[src/rtl/alu_op_sequencer.sv]
// alu_op_sequencer: initiator-side controller for a combinational ALU.
// Accepts a command, drives registered operands/select onto the ALU, waits
// SETTLE cycles, captures the result and returns it over a valid/ready
// response channel. Chained commands reuse the last captured result as A.
module alu_op_sequencer #(
  parameter int N      = 8,
  parameter int SETTLE = 1
) (
  input  logic         clk,
  input  logic         rst_n,
  input  logic         cmd_valid,
  output logic         cmd_ready,
  input  logic [N-1:0] cmd_a,
  input  logic [N-1:0] cmd_b,
  input  logic [3:0]   cmd_select,
  input  logic         cmd_chain,
  output logic [N-1:0] alu_a,
  output logic [N-1:0] alu_b,
  output logic [3:0]   alu_select,
  input  logic [N-1:0] alu_result,
  output logic         rsp_valid,
  input  logic         rsp_ready,
  output logic [N-1:0] rsp_result,
  output logic [15:0]  op_count
);

  // Settle counter must hold SETTLE-1; keep at least one bit for SETTLE=1.
  localparam int CW = (SETTLE > 1) ? $clog2(SETTLE) : 1;

  typedef enum logic [1:0] {
    S_IDLE,
    S_SETTLE,
    S_RESP
  } state_t;

  state_t        r_state,      w_state_next;
  logic [CW-1:0] r_cnt,        w_cnt_next;
  logic [N-1:0]  r_alu_a,      w_alu_a_next;
  logic [N-1:0]  r_alu_b,      w_alu_b_next;
  logic [3:0]    r_alu_select, w_alu_select_next;
  logic [N-1:0]  r_rsp_result, w_rsp_result_next;
  logic [N-1:0]  r_last,       w_last_next;
  logic [15:0]   r_op_count,   w_op_count_next;
  logic          r_cmd_ready,  w_cmd_ready_next;
  logic          r_rsp_valid,  w_rsp_valid_next;

  // State and datapath registers; reset discards any in-flight command.
  always_ff @(posedge clk or negedge rst_n) begin
    if (!rst_n) begin
      r_state      <= S_IDLE;
      r_cnt        <= '0;
      r_alu_a      <= '0;
      r_alu_b      <= '0;
      r_alu_select <= '0;
      r_rsp_result <= '0;
      r_last       <= '0;
      r_op_count   <= '0;
      r_cmd_ready  <= 1'b0;
      r_rsp_valid  <= 1'b0;
    end else begin
      r_state      <= w_state_next;
      r_cnt        <= w_cnt_next;
      r_alu_a      <= w_alu_a_next;
      r_alu_b      <= w_alu_b_next;
      r_alu_select <= w_alu_select_next;
      r_rsp_result <= w_rsp_result_next;
      r_last       <= w_last_next;
      r_op_count   <= w_op_count_next;
      r_cmd_ready  <= w_cmd_ready_next;
      r_rsp_valid  <= w_rsp_valid_next;
    end
  end

  // Next-state and next-output logic; handshake flags are registered so
  // every output is glitch-free and cmd_ready stays low during reset.
  always_comb begin
    w_state_next      = r_state;
    w_cnt_next        = r_cnt;
    w_alu_a_next      = r_alu_a;
    w_alu_b_next      = r_alu_b;
    w_alu_select_next = r_alu_select;
    w_rsp_result_next = r_rsp_result;
    w_last_next       = r_last;
    w_op_count_next   = r_op_count;
    w_cmd_ready_next  = r_cmd_ready;
    w_rsp_valid_next  = r_rsp_valid;

    case (r_state)
      S_IDLE: begin
        if (cmd_valid && r_cmd_ready) begin
          w_alu_a_next      = cmd_chain ? r_last : cmd_a;
          w_alu_b_next      = cmd_b;
          w_alu_select_next = cmd_select;
          w_cnt_next        = CW'(SETTLE - 1);
          w_cmd_ready_next  = 1'b0;
          w_state_next      = S_SETTLE;
        end else begin
          w_cmd_ready_next  = 1'b1;
        end
      end
      S_SETTLE: begin
        w_cmd_ready_next = 1'b0;
        if (r_cnt == '0) begin
          w_rsp_result_next = alu_result;
          w_last_next       = alu_result;
          w_rsp_valid_next  = 1'b1;
          w_state_next      = S_RESP;
        end else begin
          w_cnt_next = r_cnt - 1'b1;
        end
      end
      S_RESP: begin
        w_cmd_ready_next = 1'b0;
        if (r_rsp_valid && rsp_ready) begin
          w_rsp_valid_next = 1'b0;
          w_op_count_next  = r_op_count + 16'd1;
          w_cmd_ready_next = 1'b1;
          w_state_next     = S_IDLE;
        end
      end
      default: begin
        w_state_next     = S_IDLE;
        w_cmd_ready_next = 1'b0;
        w_rsp_valid_next = 1'b0;
      end
    endcase
  end

  assign cmd_ready  = r_cmd_ready;
  assign rsp_valid  = r_rsp_valid;
  assign rsp_result = r_rsp_result;
  assign alu_a      = r_alu_a;
  assign alu_b      = r_alu_b;
  assign alu_select = r_alu_select;
  assign op_count   = r_op_count;

endmodule

[config.mk]
export PLATFORM = sky130hd
export DESIGN_NAME = alu_op_sequencer
export DESIGN_NICKNAME = d
export VERILOG_FILES = /design/src/rtl/alu_op_sequencer.sv
export SDC_FILE = /design/constraint.sdc
export NUM_CORES = 1
export LEC_CHECK = 0
export ABC_AREA = 1
export ABC_CLOCK_PERIOD_IN_PS = 1300
export CAP_MARGIN = 20
export CELL_PAD_IN_SITES_DETAIL_PLACEMENT = 1
export CELL_PAD_IN_SITES_GLOBAL_PLACEMENT = 2
export CORE_MARGIN = 2
export CORE_UTILIZATION = 25
export CTS_CLUSTER_SIZE = 16
export DETAILED_ROUTE_END_ITERATION = 16
export MAX_ROUTING_LAYER = met4
export PLACE_DENSITY_LB_ADDON = 0.12
export SETUP_SLACK_MARGIN = 0.1
export SYNTH_ARGS = -nofsm -noshare
export SYNTH_HDL_FRONTEND = slang
export SYNTH_SLANG_ARGS = --single-unit
[constraint.sdc]
create_clock -name clk -period 1.3 [get_ports clk]
set_input_delay 0.39 -clock clk [delete_from_list [all_inputs] [get_ports clk]]
set_output_delay 0.39 -clock clk [all_outputs]
set_load 0.01 [all_outputs]
== After elaboration in Yosys (flattened, before gate mapping) ==
Cells that the tools add are included.

* Output and inout port bits: 46
* Register bits after elaboration: 49
* Bits of input ports: 33

* Equality and inequality tests: 5
* Bitwise logic cells: 2
* Add/subtract/negate cells: 2
* Mux-type cells: 14
* Reductions and logical operators: 10

{| class="wikitable"
|+ Operators with widths
! cell !! number
|-
| adder 16 x 1 -> 16 bit, second input constant || 1
|-
| two-way mux 8 bit || 1
|-
| AND reduction 2 bit || 4
|-
| two-way mux 1 bit || 6
|-
| two-way mux 2 bit || 3
|-
| inequality test 2 bit, second input constant || 3
|-
| one-hot mux 2 bit (3 select lines) || 1
|-
| AND reduction 3 bit || 2
|-
| one-hot mux 1 bit (2 select lines) || 2
|-
| one-hot mux 1 bit (3 select lines) || 1
|-
| == test 2 x 1 -> 1 bit, second input constant || 1
|-
| == test 2 bit, second input constant || 1
|-
| logical AND 1 bit || 2
|-
| logical NOT 2 bit || 1
|-
| inverter 1 bit || 2
|-
| nonzero test 2 bit || 1
|-
| subtractor 1 bit, second input constant || 1
|}

== Depth between registers and ports, before layout ==
* Depth after elaboration: 3
* Mapped depth: 8

== Worst setup path before layout ==
No wires, ideal clock.

* Kind: reg-to-reg
* Start point: reg r_op_count[0], in the netlist op_count[0]
* End point: reg r_op_count[8], in the netlist op_count[8]
* Path slack: 0.016 ns
* Path buffers: 0
* Data arrival time: 1.163 ns
* Stages on the path, launching flop included: 7
* Period minus slack after synthesis: 1.284 ns
* Cell sequence: dfrtp_1 ha_1 nand3_1 nor2_4 nand3_2 o21ai_1 nand2_1

* Longest elaborated chain between the ends: 1

{| class="wikitable"
|+ Ends and longest elaborated chain
! what !! line !! source
|-
| start: declaration || 43 || <nowiki>logic [15:0] r_op_count, w_op_count_next;</nowiki>
|-
| start signal: assignment || 68 || <nowiki>r_op_count <= w_op_count_next;</nowiki>
|-
| adder 16 x 1 -> 16 bit || 116 || <nowiki>w_op_count_next = r_op_count + 16'd1;</nowiki>
|}

Every way passes these cells.
A chain may end at the register's enable or synchronous reset.

== Worst setup path after layout ==
Ends and elaborated chain as after synthesis.

==> flow_metrics.env <==
export IMPL_critPathTopFamily="simple AND/OR/NAND/NOR gates"
export IMPL_critical_path_class="reg -> reg"
export IMPL_synth_edf_count=0
export IMPL_via_count=2043
export IMPL_setup_viol=1
export IMPL_drt_pass1_iter_count=4
export IMPL_async_reset_ff_frac=1.00
export IMPL_overflow=0
export IMPL_endpoint_kind="flip-flop"
export IMPL_drc=0
export IMPL_gp_congestion=0.758
export IMPL_post_drt_wl_per_cell_um=13.2
export IMPL_hold_viol=0
export IMPL_synthesis_area_mm2=0.00217
export IMPL_clk_latency_ns=0.30
export IMPL_worst_setup_path_start_kind="flip-flop"
export IMPL_relSlewSlack=0.813
export IMPL_critPathMaxStageDelay_ns=0.39
export IMPL_crit_top_cell="nand3_4"
export IMPL_ys_seq_area_frac=0.552
export IMPL_syn_to_final_growth_pct=59.6
export IMPL_antenna_found_initial=0
export IMPL_cts_buffer_depth=2
export IMPL_finalCritPeriodShare=1.02
export IMPL_rows=34
export IMPL_detail_route_antenna_nets=0
export IMPL_synth_distinct_cells=25
export IMPL_synthCells=249
export IMPL_crit_start="op_count[0]"
export IMPL_grt_max_degree=49
export IMPL_fin_crit_ns=1.32
export IMPL_hold_path_class="in -> async"
export IMPL_synth_most_common_cell="nand2_1"
export IMPL_finalPower_mw=6.31
export IMPL_yosysTopAreaCell="dfrtp_1"
export IMPL_leakage_nw=1.76
export IMPL_pin_count=79
export IMPL_root_buffer="clkbuf_8"
export IMPL_synth_fp_nets=283
export IMPL_cts_tree="built"
export IMPL_yosysWarnings=0
export IMPL_slew_viol_final=0
export IMPL_htreeDepth=2
export IMPL_hpwl_mm=4.33
export IMPL_grt_pass1_vias=2117
export IMPL_cts_buffers=5
export IMPL_clk_pin_slew_ns=0.09
export IMPL_tightest_slew_ns=0.278
export IMPL_skew_ns=0.00695
export IMPL_vias_per_cell=4.27
export IMPL_path_cells="buf_6 -> ha_4 -> nand3_4 -> nor2_4 -> nand3_4 -> o21ai_2 -> nand2_1"
export IMPL_crit_slowest_cell="dfrtp_1"
export IMPL_path_buf_inv=1
export IMPL_worst_ep_required_time_ns=1.50
export IMPL_avgSynthCellArea_um2=8.73
export IMPL_die_height_um=97.3
export IMPL_start_util=0.253
export IMPL_drtIter0Drc=58
export IMPL_synth_seq_cells=48
export IMPL_drv_cap=0
export IMPL_dieArea_mm2=0.00946
export IMPL_diodes=0
export IMPL_powerDensity_mw_per_mm2=1820
export IMPL_synth_top_area_frac=0.552
export IMPL_grt_pass1_wl_mm=10.4
export IMPL_critPathArrivalTime_ns=1.52
export IMPL_synth_commonest_cells="nand2_1, dfrtp_1, inv_1"
export IMPL_finalWirelength_mm=6.29
export IMPL_ys_dominant_reg_cell="dfrtp_1"
export IMPL_nets=403
export IMPL_crit_fanout=3
export IMPL_rsz0062_at_grt="true"
export IMPL_layout_drive_gt1_share=0.373
export IMPL_netlist_top_cells_area="dfrtp_1, nand2_1, inv_1, o21ai_2, xor2_1"
export IMPL_dp_slack_ns=-0.382
export IMPL_r2r_start="op_count[0]"
export IMPL_setup_ws_ns=-0.0220
export IMPL_ir_worst_vdd_mv=0.853
export IMPL_fmax_mhz=756
export IMPL_outcome="complete, but fails checks"
export IMPL_failed_checks="setup timing"
export IMPL_port_buffers=78
export IMPL_core_area_mm2=0.00859
export IMPL_die_w_um=97.3
export IMPL_grt_total_usage=0.139
export IMPL_cts_sinks=48
-- flip-flops by register name (all words and copies together) (netlist names) --
name and flops:
alu_b 8, r_last 8, op_count 16, alu_a 8, cmd_ready 1, rsp_valid 1
r_state 2, alu_select 4
-- through the flow --
stage	cells	util	area [um^2]	setup TNS, ns	hold slack (ns)
floorplan	249	-	2180	0	0.0944
global placement	453	0.380	3270	-8.93	0.410
detailed placement	453	0.380	3270	-9.80	0.410
CTS	471	0.389	3350	0	0.0743
global route	478	0.404	3470	-1.95	0.0745
finish	478	0.404	3470	-0.0220	0.0613
-- routing by layer --
layer,share of wire,track usage,wire (um),up-vias
li1,-,-,-,1004
met3,0.040,0.0302,253,4
met1,0.48,0.190,3030,985
met4,0.0081,0.0288,51,0
met2,0.47,0.215,2960,50
met5,0,-,0,-
-- power breakdown --
group	switching [mW]	total, mW	internal [mW]	leakage (nW)
sequential	0.327	2.37	2.04	0.572
combinational	1.59	2.99	1.41	1.13
clock	0.527	0.954	0.426	0.0510
total	2.44	6.31	3.87	1.76
-- cell usage in the layout (no fill, tap or decap) --
cell              n
nand2_1          82
dfrtp_1          46
buf_2            42
buf_4            31
clkdlybuf4s50_1  30
inv_1            24
nor2_1           12
buf_6            11
a21oi_1          10
nor2_4            9
o21ai_2           9
o21ai_0           8
xor2_1            8
clkbuf_8          6
nand2_2           5
nand3_4           4
nand4_1           4
inv_6             3
nand3_1           3
buf_12            3
inv_2             2
nor2_2            2
nor3_1            2
clkinv_2          2
dfrtp_2           2
nand2_4           1
nand2_8           1
xnor2_2           1
nor3_2            1
nor3_4            1
o21ai_1           1
nand3_2           1
xnor2_1           1
ha_4              1
dlygate4sd2_1     1
-- cell type report --
| type | count | area, um^2 |
|---|---|---|
| clock buffer | 6 | 82.6 |
| clock inverter | 2 | 10.0 |
| fill | 1027 | 5120 |
| inverter | 29 | 124 |
| multi-input combinational | 167 | 980 |
| sequential | 48 | 1200 |
| tap | 108 | 135 |
| timing repair buffer | 118 | 936 |
-- cell families (layout without fill, tap and decap cells) --
| kind of cell | after synthesis | after routing | share of synthesized area |
|---|---|---|---|
| flip-flops | 48 | 48 | 0.552 |
| AO/OA/AOI/OAI | 28 | 28 | 0.0782 |
| buffers and inverters | 34 | 155 | 0.0690 |
| XOR/XNOR | 10 | 10 | 0.0403 |
| AND/OR/NAND/NOR | 128 | 128 | 0.254 |
| adder cells (fa/ha/maj) | 1 | 1 | 0.00575 |
-- path summary, 6_finish.rpt --
kind | endpoint | slack (ns) | depth (start not counted)
max in group asynchronous | op_count[2] | 0.97 | 2
hold / removal | alu_a[2] | 0.06 | 2
hold reg to reg | alu_select[0] | 0.48 | 2
setup / recovery | op_count[8] | -0.02 | 7
setup reg to reg | op_count[8] | -0.02 | 7
min in group clk | alu_select[0] | 0.48 | 2
-- repair_timing --
action	4_1_cts	5_1_grt
pin swaps	16	10
endpoints found under the hold margin	0	0
buffers inserted	11	8
resized for setup	218	19
setup endpoints to repair	82	84
hold buffers	0	0
(Power assumes the default switching activity.)
